## src/rtl/ls_mem_responder_pkg.sv

```systemverilog
// Shared types for the load/store memory responder.
//   rv32i_types          : core-wide request/response bus and funct3 encodings
//   ls_mem_responder_pkg : helpers local to the responder
// No ports; packages only.
package rv32i_types;

    localparam int ROB_ID_SIZE = 3;

    typedef enum logic [1:0] {
        mem_idle      = 2'd0,
        mem_req       = 2'd1,
        mem_resp_wait = 2'd2
    } mem_controller_states;

    typedef enum logic [2:0] {
        lb  = 3'b000,
        lh  = 3'b001,
        lw  = 3'b010,
        lbu = 3'b100,
        lhu = 3'b101
    } load_funct3_t;

    typedef enum logic [2:0] {
        sb = 3'b000,
        sh = 3'b001,
        sw = 3'b010
    } store_funct3_t;

    typedef struct packed {
        logic [ROB_ID_SIZE-1:0] rob_id;
        logic [31:0]            dmem_addr;
        logic [31:0]            dmem_wdata;
        logic [3:0]             dmem_rmask;
        logic [3:0]             dmem_wmask;
        logic [2:0]             funct3;
        logic                   valid;
        logic                   flush;
    } ls_mem_bus_t;

    typedef struct packed {
        logic                   ready;
        logic [ROB_ID_SIZE-1:0] rob_id;
        logic [31:0]            rd_data;
        logic [31:0]            dmem_rdata;
        logic                   store;
    } mem_rob_data_bus_t;

endpackage

package ls_mem_responder_pkg;

    // Memory is word-addressed; byte lanes are selected by the masks.
    function automatic logic [31:0] word_align(input logic [31:0] addr);
        return {addr[31:2], 2'b00};
    endfunction

endpackage

```

## src/rtl/ls_mem_responder_load_align.sv

```systemverilog
// load_data_align: combinational load-result formatter.
//   funct3  in  3 : load type (lb/lh/lw/lbu/lhu)
//   addr_lo in  2 : byte offset within the word
//   rdata   in 32 : raw word from data memory
//   rd_data out 32: lane-selected, sign/zero-extended result
module load_data_align
    import rv32i_types::*;
(
    input  logic [2:0]  funct3,
    input  logic [1:0]  addr_lo,
    input  logic [31:0] rdata,
    output logic [31:0] rd_data
);

    logic [7:0]  byte_sel;
    logic [15:0] half_sel;

    always_comb begin
        byte_sel = rdata[{addr_lo, 3'b000} +: 8];
        half_sel = addr_lo[1] ? rdata[31:16] : rdata[15:0];
        case (load_funct3_t'(funct3))
            lb:      rd_data = {{24{byte_sel[7]}}, byte_sel};
            lbu:     rd_data = {24'h0, byte_sel};
            lh:      rd_data = {{16{half_sel[15]}}, half_sel};
            lhu:     rd_data = {16'h0, half_sel};
            default: rd_data = rdata;
        endcase
    end

endmodule

```

## src/rtl/ls_mem_responder.sv

```systemverilog
// ls_mem_responder: single-outstanding data-memory controller between the
// LSQ and a single-ported data memory. Issues one access, waits for the
// memory pulse, formats load data and returns a one-cycle result to the ROB.
//   clk, rst       : clock, synchronous active-high reset
//   ls_req         : request from LSQ (ls_mem_bus_t)
//   ls_req_ready   : a request can be accepted this cycle
//   flush          : mispredict flush; kills the in-flight transaction
//   dmem_*         : data-memory request / response interface
//   mem_rob        : registered result pulse (mem_rob_data_bus_t)
module ls_mem_responder
    import rv32i_types::*;
    import ls_mem_responder_pkg::*;
(
    input  logic              clk,
    input  logic              rst,
    input  ls_mem_bus_t       ls_req,
    output logic              ls_req_ready,
    input  logic              flush,
    output logic [31:0]       dmem_addr,
    output logic [3:0]        dmem_rmask,
    output logic [3:0]        dmem_wmask,
    output logic [31:0]       dmem_wdata,
    input  logic [31:0]       dmem_rdata,
    input  logic              dmem_resp,
    output mem_rob_data_bus_t mem_rob
);

    mem_controller_states state, state_next;

    logic [ROB_ID_SIZE-1:0] req_rob_id;
    logic [31:0]            req_addr;
    logic [31:0]            req_wdata;
    logic [3:0]             req_rmask;
    logic [3:0]             req_wmask;
    logic [2:0]             req_funct3;
    logic                   killed;

    logic                   accept;
    logic                   resp_live;
    logic [31:0]            load_data;
    mem_rob_data_bus_t      rob_p1;

    load_data_align u_align (
        .funct3  (req_funct3),
        .addr_lo (req_addr[1:0]),
        .rdata   (dmem_rdata),
        .rd_data (load_data)
    );

    always_ff @(posedge clk) begin
        if (rst) begin
            state <= mem_idle;
        end else begin
            state <= state_next;
        end
    end

    always_comb begin
        state_next   = state;
        ls_req_ready = 1'b0;
        accept       = 1'b0;
        resp_live    = 1'b0;
        dmem_rmask   = 4'h0;
        dmem_wmask   = 4'h0;
        case (state)
            mem_idle: begin
                ls_req_ready = !flush;
                accept       = ls_req.valid && !ls_req.flush && !flush;
                if (accept) begin
                    state_next = mem_req;
                end
            end
            mem_req: begin
                // A flush here cancels the access before memory ever sees it.
                if (flush) begin
                    state_next = mem_idle;
                end else begin
                    dmem_rmask = req_rmask;
                    dmem_wmask = req_wmask;
                    state_next = mem_resp_wait;
                end
            end
            mem_resp_wait: begin
                // Memory cannot be aborted: wait it out even when killed.
                if (dmem_resp) begin
                    state_next = mem_idle;
                    resp_live  = !killed && !flush;
                end
            end
            default: state_next = mem_idle;
        endcase
    end

    assign dmem_addr  = word_align(req_addr);
    assign dmem_wdata = req_wdata;

    // Request latch / kill flag / response register stage
    always_ff @(posedge clk) begin
        if (rst) begin
            req_rob_id <= '0;
            req_addr   <= '0;
            req_wdata  <= '0;
            req_rmask  <= '0;
            req_wmask  <= '0;
            req_funct3 <= '0;
            killed     <= 1'b0;
            rob_p1     <= '0;
        end else begin
            if (accept) begin
                req_rob_id <= ls_req.rob_id;
                req_addr   <= ls_req.dmem_addr;
                req_wdata  <= ls_req.dmem_wdata;
                req_rmask  <= ls_req.dmem_rmask;
                req_wmask  <= ls_req.dmem_wmask;
                req_funct3 <= ls_req.funct3;
                killed     <= 1'b0;
            end else if (state == mem_resp_wait && flush) begin
                killed <= 1'b1;
            end

            rob_p1 <= '0;
            if (resp_live) begin
                rob_p1.ready      <= 1'b1;
                rob_p1.rob_id     <= req_rob_id;
                rob_p1.rd_data    <= (req_wmask != 4'h0) ? 32'h0 : load_data;
                rob_p1.dmem_rdata <= dmem_rdata;
                rob_p1.store      <= (req_wmask != 4'h0);
            end
        end
    end

    assign mem_rob = rob_p1;

endmodule

```

## config.mk

```make
export PLATFORM = sky130hd
export DESIGN_NAME = ls_mem_responder
export DESIGN_NICKNAME = d
export VERILOG_FILES = /design/src/rtl/ls_mem_responder_pkg.sv /design/src/rtl/ls_mem_responder_load_align.sv /design/src/rtl/ls_mem_responder.sv
export SDC_FILE = /design/constraint.sdc
export NUM_CORES = 1
export LEC_CHECK = 0
export BUFFER_PORTS_ARGS = -buffer_cell sky130_fd_sc_hd__buf_4
export CAP_MARGIN = 40
export CORE_UTILIZATION = 43
export CTS_BUF_LIST = sky130_fd_sc_hd__clkbuf_2 sky130_fd_sc_hd__clkbuf_4 sky130_fd_sc_hd__clkbuf_8
export DETAILED_ROUTE_END_ITERATION = 10
export PLACE_DENSITY = 0.83
export SLEW_MARGIN = 10
export SYNTH_ARGS = -nofsm -noshare
export SYNTH_HDL_FRONTEND = slang
export SYNTH_HIERARCHICAL = 1
export SYNTH_SLANG_ARGS = --single-unit
export TNS_END_PERCENT = 50
```

## constraint.sdc

```tcl
create_clock -name clk -period 1.65 [get_ports clk]
set_clock_uncertainty 0.2 [all_clocks]
set_input_delay 0.33 -clock clk [delete_from_list [all_inputs] [get_ports clk]]
set_output_delay 0.33 -clock clk [all_outputs]
set_load 0.01 [all_outputs]
```

==> flow_metrics.tcl, run 1 <==
set metrics [dict create \
    outcome "finished, violations left" \
    violations "setup timing" \
    rsz0062_at_grt "yes" \
    die-area_mm2 0.0133 \
    cp.required_ns 1.12 \
    ant_nets 0 \
    clkSinkCount 150 \
    ys_top_cells_by_area "dfxtp_1 54%, a22o_1 12%, and2_1 5.9%" \
    drt-vias-per-instance 5.16 \
    grt_antenna_before_repair 0 \
    clkTransAtPathRegs_ns 0.09 \
    drt_first_iter_violations 390 \
    setup_violations 119 \
    root_buffer "clkbuf_8" \
    arrival_ns 1.46 \
    fin_crit_sh 1.21 \
    grt_overflow_total 0 \
    async_flop_share 0 \
    num-fill-cells 766 \
    end_kind "output pin" \
    io_pins 258 \
    finalWorstSetupSlack_ns -0.341 \
    start_util 0.441 \
    clk_latency_ns 0.45 \
    clockBufferDepth 2 \
    p_comb_frac 0.151 \
    clockPowerShare 0.354 \
    worst-path-max-fanout 5 \
    final_cell_area_mm2 0.00935 \
    final_common_cell "buf_4" \
    ys_seq_area_frac 0.542 \
    grt_first_pass_wirelength_um 28500 \
    nets 959 \
    yosysTopAreaCell "dfxtp_1" \
    layout-drive-gt1-share 0.484 \
    hold_viol_final 0 \
    numCtsBuffers 17 \
    track_usage 0.283 \
    path_class "reg2out" \
    start_kind "flop" \
    switching_power_w 0.00191 \
    portBuffers 255 \
    dpl_cell_area_mm2 0.00763 \
    period_needed_ns 1.99 \
    grt_max_degree 59 \
    grt_pass1_vias 5531 \
    first_pass_iters 6 \
    dp_hpwl_um 11400 \
    hold_path_depth 3 \
    leakagePower_nw 4.29 \
    htreeDepth 4 \
    row_count 41 \
    yosys.area.top_type_share 0.542 \
    setup_tns_ns -12.62 \
    drt_wl_total_um 19500 \
    syn2layout_area_growth_pct 68.7 \
    syn_area_per_cell_um2 11.7 \
    wire_per_inst_um 19.0 \
    hp-class "in2reg" \
    ir_worst_vdd_v 0.000579 \
    power_density_mw_per_mm2 807 \
    seq_power_share 0.495 \
    fmax_ghz 0.502 \
    synth-edff-count 0 \
    swShare 0.254 \
    synth_seq_cells 150 \
    whs_ns 0.0243 \
    final_util 0.744 \
    ys_types 44 \
    p_int_w 0.00563 \
    maxCapViolCount 0 \
    diodes 0 \
    num_vias 5297 \
    cts_tree "built" \
    gp_congestion 0.857 \
    coreArea_mm2 0.0126 \
    syn_inst 474 \
    synth-warning-count 6 \
    route.detailed.drc 0 \
    final_cell_mix "285 x buf_4, 145 x dfxtp_1, 106 x dlygate4sd3_1, 79 x a22o_1, 45 x and2_1" \
    die_w_um 116 \
    die_y_um 116 \
    r2r_cells 6 \
    synth_flop_cell "dfxtp_1" \
    syn_area_mm2 0.00554 \
    drv_slew 0 \
]
power groups by stage:
stage	logic, W	clock network (W)	registers (W)
floorplan	0.000393	0	0.00381
global placement	0.000797	0	0.00381
detailed placement	0.000822	0	0.00381
CTS	0.00106	0.00265	0.00373
global route	0.00119	0.00286	0.00374
finish	0.00114	0.00267	0.00373
layout make-up:
class / instances / area, um^2 / area share
Timing Repair Buffer: 414 / 3530 / 0.377
Clock buffer: 19 / 262 / 0.0280
Sequential cell: 150 / 3020 / 0.323
Multi-Input combinational cell: 256 / 2210 / 0.236
Tap cell: 172 / 215 / 0.0230
Clock inverter: 11 / 103 / 0.0110
Inverter: 4 / 15.0 / 0.00161
flip-flops by register name (all words and copies together), names as in the netlist:
| register | cells |
|---|---|
| state | 2 |
| req_addr | 32 |
| req_rmask | 4 |
| req_rob_id | 3 |
| killed | 1 |
| req_funct3 | 3 |
| dmem_wdata | 32 |
| req_wmask | 4 |
| mem_rob | 69 |
through the flow:
| step | instances | power [W] | setup WS (ns) |
|---|---|---|---|
| finish | 1026 | 0.00754 | -0.341 |
| global route | 1026 | 0.00779 | -0.417 |
| CTS | 1020 | 0.00744 | -0.348 |
| detailed placement | 877 | 0.00463 | -0.153 |
| global placement | 877 | 0.00461 | -0.119 |
| floorplan | 475 | 0.00421 | -0.00443 |
final timing paths:
path,slack [ns],endpoint,start
min reg2reg,0.28,mem_rob[65],req_rob_id[0]
max,-0.34,dmem_wmask[1],state[1]
min,0.02,mem_rob[24],dmem_rdata[23]
max reg2reg,-0.19,mem_rob[63],req_addr[0]
timing repair:
item                       in CTS  in global routing
pin swaps                      14                  2
hold buffers                  106                  0
cloned                          3                  1
resized for setup              47                 13
setup buffers                   4                  6
setup endpoints to repair      44                155
hold endpoints to repair      105                  0
cells by family (layout without fill, tap and decap cells):
family                 after synthesis  after routing  share of synthesized area
muxes                               11             11                     0.0217
AOI/OAI and AO/OA                  128            128                      0.217
and+or+nand+nor                    115            115                      0.138
buffers and inverters               69            448                     0.0799
other                                1              2                   0.000677
DFF                                150            150                      0.542
worst max-delay path, cell delays in order (launching register included):
cell     delay (ns)
dfxtp_4        0.38
nor3b_4        0.24
buf_6          0.16
and2_4         0.14
buf_6          0.09
cell usage after synthesis, types with 2 or more instances:
| master | count |
|---|---|
| buf_2 | 9 |
| nor2b_1 | 11 |
| o21a_1 | 3 |
| a22o_1 | 79 |
| buf_6 | 4 |
| mux2_2 | 4 |
| a2bb2oi_2 | 14 |
| a21oi_1 | 8 |
| nand2b_1 | 2 |
| o221ai_1 | 5 |
| buf_4 | 37 |
| inv_1 | 3 |
| and2_2 | 24 |
| a221o_1 | 6 |
| dfxtp_1 | 150 |
| nand2_1 | 5 |
| mux2i_1 | 6 |
| and3_1 | 3 |
| nor2_1 | 7 |
| and2_1 | 52 |
| clkbuf_1 | 12 |
| a2bb2oi_1 | 6 |
| clkbuf_2 | 3 |
routing by layer:
layer / vias to the layer above / routed length, um / GRT usage
li1: 2389 / - / -
met1: 2534 / 7100 / 0.294
met2: 287 / 9970 / 0.503
met3: 87 / 1420 / 0.0795
met4: 0 / 1020 / 0.182
met5: - / 0 / 0
Note: power is estimated with default switching activity, not from simulation.
==> inputs of run 2 (changes only) <==
- BUFFER_PORTS_ARGS: -buffer_cell sky130_fd_sc_hd__buf_4 -> -buffer_cell sky130_fd_sc_hd__clkbuf_2
==> flow_metrics.tcl, run 2 (synthesized netlist as in run 1, its figures left out) <==
set metrics [dict create \
    outcome "finished, violations left" \
    violations "setup timing" \
    gp_congestion 0.813 \
    placed_cells 877 \
    swShare 0.235 \
    num-fill-cells 859 \
    clockBufferDepth 2 \
    die_w_um 116 \
    switching_power_w 0.00183 \
    maxCapViolCount 0 \
    drt_first_iter_violations 308 \
    io_pins 258 \
    end_kind "output pin" \
    syn2layout_area_growth_pct 56.2 \
    fmax_ghz 0.496 \
    portBuffers 255 \
    place_ws_ns -0.141 \
    grt_use_met3 0.0659 \
    route.detailed.drc 0 \
    clockPowerShare 0.399 \
    first_pass_iters 4 \
    fin_cells 1020 \
    cts_tree "built" \
    clkTransAtPathRegs_ns 0.08 \
    dp_hpwl_um 10900 \
    htreeDepth 4 \
    start_kind "flop" \
    fin_crit_sh 1.22 \
    grt_antenna_before_repair 1 \
    coreArea_mm2 0.0126 \
    grt_use_met1 0.281 \
    largest_reg_flops 69 \
    ant_nets 0 \
    final_common_cell "clkbuf_2" \
    nets 950 \
    clkSinkCount 150 \
    rrSetupSlack_ns -0.16 \
    leakagePower_nw 4.09 \
    hold_viol_final 0 \
    drt-vias-per-instance 5.02 \
    die-area_mm2 0.0133 \
    period_needed_ns 2.01 \
    root_buffer "clkbuf_8" \
    p_comb_frac 0.124 \
    hp-class "in2reg" \
    gr-usage-met2 0.483 \
    p_int_w 0.00598 \
    clk_latency_ns 0.45 \
    arrival_ns 1.48 \
    rsz0062_at_grt "yes" \
    power_density_mw_per_mm2 903 \
    wire_per_inst_um 17.5 \
    multiInputGateArea_mm2 0.00217 \
    die_y_um 116 \
    start_util 0.441 \
    row_count 41 \
    drt_wl_total_um 17800 \
    grt_overflow_total 0 \
    layout-drive-gt1-share 0.477 \
    grt_busiest_layer "met2" \
    num_vias 5125 \
    drv_slew 0 \
    setup_violations 141 \
    register_area_mm2 0.00302 \
    final_cell_mix "247 x clkbuf_2, 145 x dfxtp_1, 105 x dlygate4sd3_1, 79 x a22o_1, 46 x and2_1" \
    grt_first_pass_wirelength_um 27000 \
    numCtsBuffers 17 \
    cp.required_ns 1.12 \
    worst-path-max-fanout 5 \
    ir_worst_vdd_v 0.000505 \
    track_usage 0.266 \
    grt_max_degree 71 \
    finalWorstSetupSlack_ns -0.365 \
    grt_pass1_vias 5370 \
    path_class "reg2out" \
    seq_power_share 0.477 \
    final_util 0.689 \
]
## run 2: stage by stage
stage	hold WS [ns]	instance area, um^2	TNS, ns	power (W)
CTS	0.00380	8550	-12.30	0.00780
floorplan	0.202	5550	-0.0423	0.00421
global route	0.0311	8650	-25.02	0.00809
detailed placement	0.247	6980	-5.39	0.00452
global placement	0.242	6980	-2.26	0.00450
finish	0.0343	8650	-14.82	0.00781
## run 2: critical path: stages (launching register included)
cell and delay [ns]:
dfxtp_4 0.38, nor3b_4 0.25, buf_6 0.16, and2_1 0.12, buf_2 0.13
## run 2: routing by layer
metal / part of all wire / wire (um) / vias up
met2: 0.52 / 9330 / 260
met3: 0.066 / 1180 / 51
met4: 0.037 / 655 / 0
met1: 0.37 / 6640 / 2436
li1: - / - / 2378
met5: 0 / 0 / -
## run 2: cell type report
| class | count | area share |
|---|---|---|
| clock inverter | 11 | 0.0200 |
| multi-input combinational | 256 | 0.251 |
| antenna | 1 | 0.000289 |
| timing repair buffer | 405 | 0.323 |
| tap | 172 | 0.0249 |
| sequential | 150 | 0.349 |
| inverter | 4 | 0.00173 |
| clock buffer | 21 | 0.0312 |
## run 2: path summary, 6_finish.rpt
path	startpoint	end	cells after the start
max reg2reg	state[0]	dmem_wdata[24]	6
min reg2reg	req_rob_id[0]	mem_rob[65]	1
min	dmem_rdata[29]	mem_rob[30]	3
max	state[1]	dmem_wmask[0]	4
## run 2: power groups by stage
| stage | logic [W] | clock network [W] | registers (W) |
|---|---|---|---|
| floorplan | 0.000393 | 0 | 0.00381 |
| global placement | 0.000688 | 0 | 0.00381 |
| detailed placement | 0.000712 | 0 | 0.00381 |
| CTS | 0.000929 | 0.00314 | 0.00373 |
| global route | 0.00103 | 0.00332 | 0.00374 |
| finish | 0.000969 | 0.00311 | 0.00373 |
## run 2: repair_timing
| action | CTS | global route |
|---|---|---|
| endpoints found under the hold margin | 104 | 0 |
| cloned | 1 | 0 |
| hold buffers | 105 | 0 |
| resized for setup | 12 | 39 |
| endpoints found under the setup margin | 88 | 155 |
| setup buffers | 4 | 0 |
| pin swaps | 3 | 6 |
==> inputs of run 3 (changes only) <==
- BUFFER_PORTS_ARGS: -buffer_cell sky130_fd_sc_hd__clkbuf_2 -> -buffer_cell sky130_fd_sc_hd__buf_4
- CAP_MARGIN: 40 -> 20
- CORE_UTILIZATION: 43 -> 48
- PLACE_DENSITY: 0.83 -> 0.87
- clock period: 1.65 -> 2.3 ns (I/O delays scaled with it)
==> flow_metrics.tcl, run 3 (synthesized netlist as in run 1, its figures left out) <==
set metrics [dict create \
    outcome "finished clean" \
    htreeDepth 4 \
    final_cell_mix "266 x buf_4, 149 x dfxtp_1, 79 x a22o_1, 52 x and2_1, 40 x dlygate4sd3_1" \
    period_needed_ns 2.17 \
    nets 854 \
    final_util 0.743 \
    grt_pass1_vias 4570 \
    drt_wl_total_um 16300 \
    layout-drive-gt1-share 0.477 \
    portBuffers 255 \
    hp-class "in2reg" \
    ir_worst_vdd_v 0.000961 \
    register_area_mm2 0.00300 \
    start_util 0.502 \
    gp_congestion 0.839 \
    end_kind "output pin" \
    route.detailed.drc 0 \
    whs_ns 0.0191 \
    start_kind "flop" \
    die_w_um 109 \
    die-area_mm2 0.0120 \
    syn2layout_area_growth_pct 47.9 \
    power_density_mw_per_mm2 666 \
    numCtsBuffers 17 \
    arrival_ns 1.51 \
    leakagePower_nw 3.79 \
    dp_hpwl_um 11000 \
    root_buffer "clkbuf_8" \
    num-fill-cells 713 \
    clockBufferDepth 2 \
    cp-startpoint "state[1]" \
    cts_tree "built" \
    fin_crit_sh 0.945 \
    io_pins 258 \
    coreArea_mm2 0.0110 \
    timing.rr.start "req_funct3[0]" \
    clkTransAtPathRegs_ns 0.08 \
    row_count 38 \
    grt_max_degree 42 \
    min_from "ls_req[6]" \
    ant_nets 0 \
    first_pass_iters 5 \
    wire_per_inst_um 18.3 \
    track_usage 0.267 \
    multiInputGateArea_mm2 0.00211 \
    grt_antenna_before_repair 0 \
    p_total_w 0.00546 \
    hold_viol_final 0 \
    grt_first_pass_wirelength_um 23700 \
    drv_slew 0 \
    post_cts_buffers 0 \
    die_y_um 109 \
    clk_latency_ns 0.46 \
    path_class "reg2out" \
    fmax_ghz 0.460 \
    largest_reg_flops 69 \
    tightestPinTransition_ns 0.541 \
    rsz0062_at_grt "no" \
    drt-vias-per-instance 5.22 \
    slew_headroom 0.639 \
    num_vias 4648 \
    setup_violations 0 \
    setup_tns_ns 0 \
    worst-path-max-fanout 9 \
    maxCapViolCount 0 \
    clkSinkCount 150 \
    final_common_cell "buf_4" \
    cp.required_ns 1.64 \
    diodes 0 \
    drt_first_iter_violations 239 \
    grt_overflow_total 0 \
]
## run 3: cell count changes in the layout (fill, tap and decap cells not counted), moves of 7 or more
| cell | previous run | this run |
|---|---|---|
| clkbuf_2 | 247 | 0 |
| buf_4 | 35 | 266 |
| dlygate4sd3_1 | 105 | 40 |
| and2_4 | 13 | 0 |
| buf_6 | 11 | 0 |
| and2_2 | 17 | 24 |
## run 3: stage by stage
step                area (um^2)  setup WS [ns]  instances
floorplan                  5540          0.510        475
global placement           7360          0.376        819
detailed placement         7360          0.340        819
global route               8200         0.0317        891
finish                     8200          0.127        891
CTS                        8070         0.0694        879
## run 3: what timing repair did
| action | 4_1_cts | 5_1_grt |
|---|---|---|
| endpoints found under the hold margin | 28 | 12 |
| resized for setup | 0 | 1 |
| hold buffers | 28 | 12 |
| endpoints found under the setup margin | 0 | 1 |
## run 3: critical path, cell delays in order, from the launching register on
cell and delay (ns):
dfxtp_1 0.36, nor3b_1 0.21, buf_4 0.18, and2_1 0.18, buf_4 0.14
## run 3: final timing paths
path                   endpoint  cells past startpoint  slack [ns]
setup / recovery  dmem_rmask[0]                      4        0.13
hold / removal     req_wmask[1]                      2        0.02
setup reg to reg    mem_rob[51]                      4        0.36
hold reg to reg   req_rob_id[1]                      1        0.27
## run 3: area by class of cell
cell class / instances / area share
flip-flops and latches: 150 / 0.367
repair buffers: 309 / 0.300
multi-input cells: 256 / 0.257
clock buffers: 21 / 0.0353
well taps: 140 / 0.0214
clock inverters: 11 / 0.0179
inverters: 4 / 0.00183
## run 3: metal layers
layer | vias to the layer above | GRT usage | wire [um]
met3 | 42 | 0.0937 | 1180
met1 | 2211 | 0.305 | 6430
met5 | - | 0 | 0
met2 | 209 | 0.440 | 8170
met4 | 0 | 0.143 | 531
li1 | 2186 | - | -
## run 3: report_power, final
group          switching (W)  total [W]  leakage, nW  internal, W
registers          0.0000389    0.00268         1.21      0.00264
clock network       0.000976    0.00216        0.218      0.00119
logic               0.000254   0.000614         2.36     0.000360
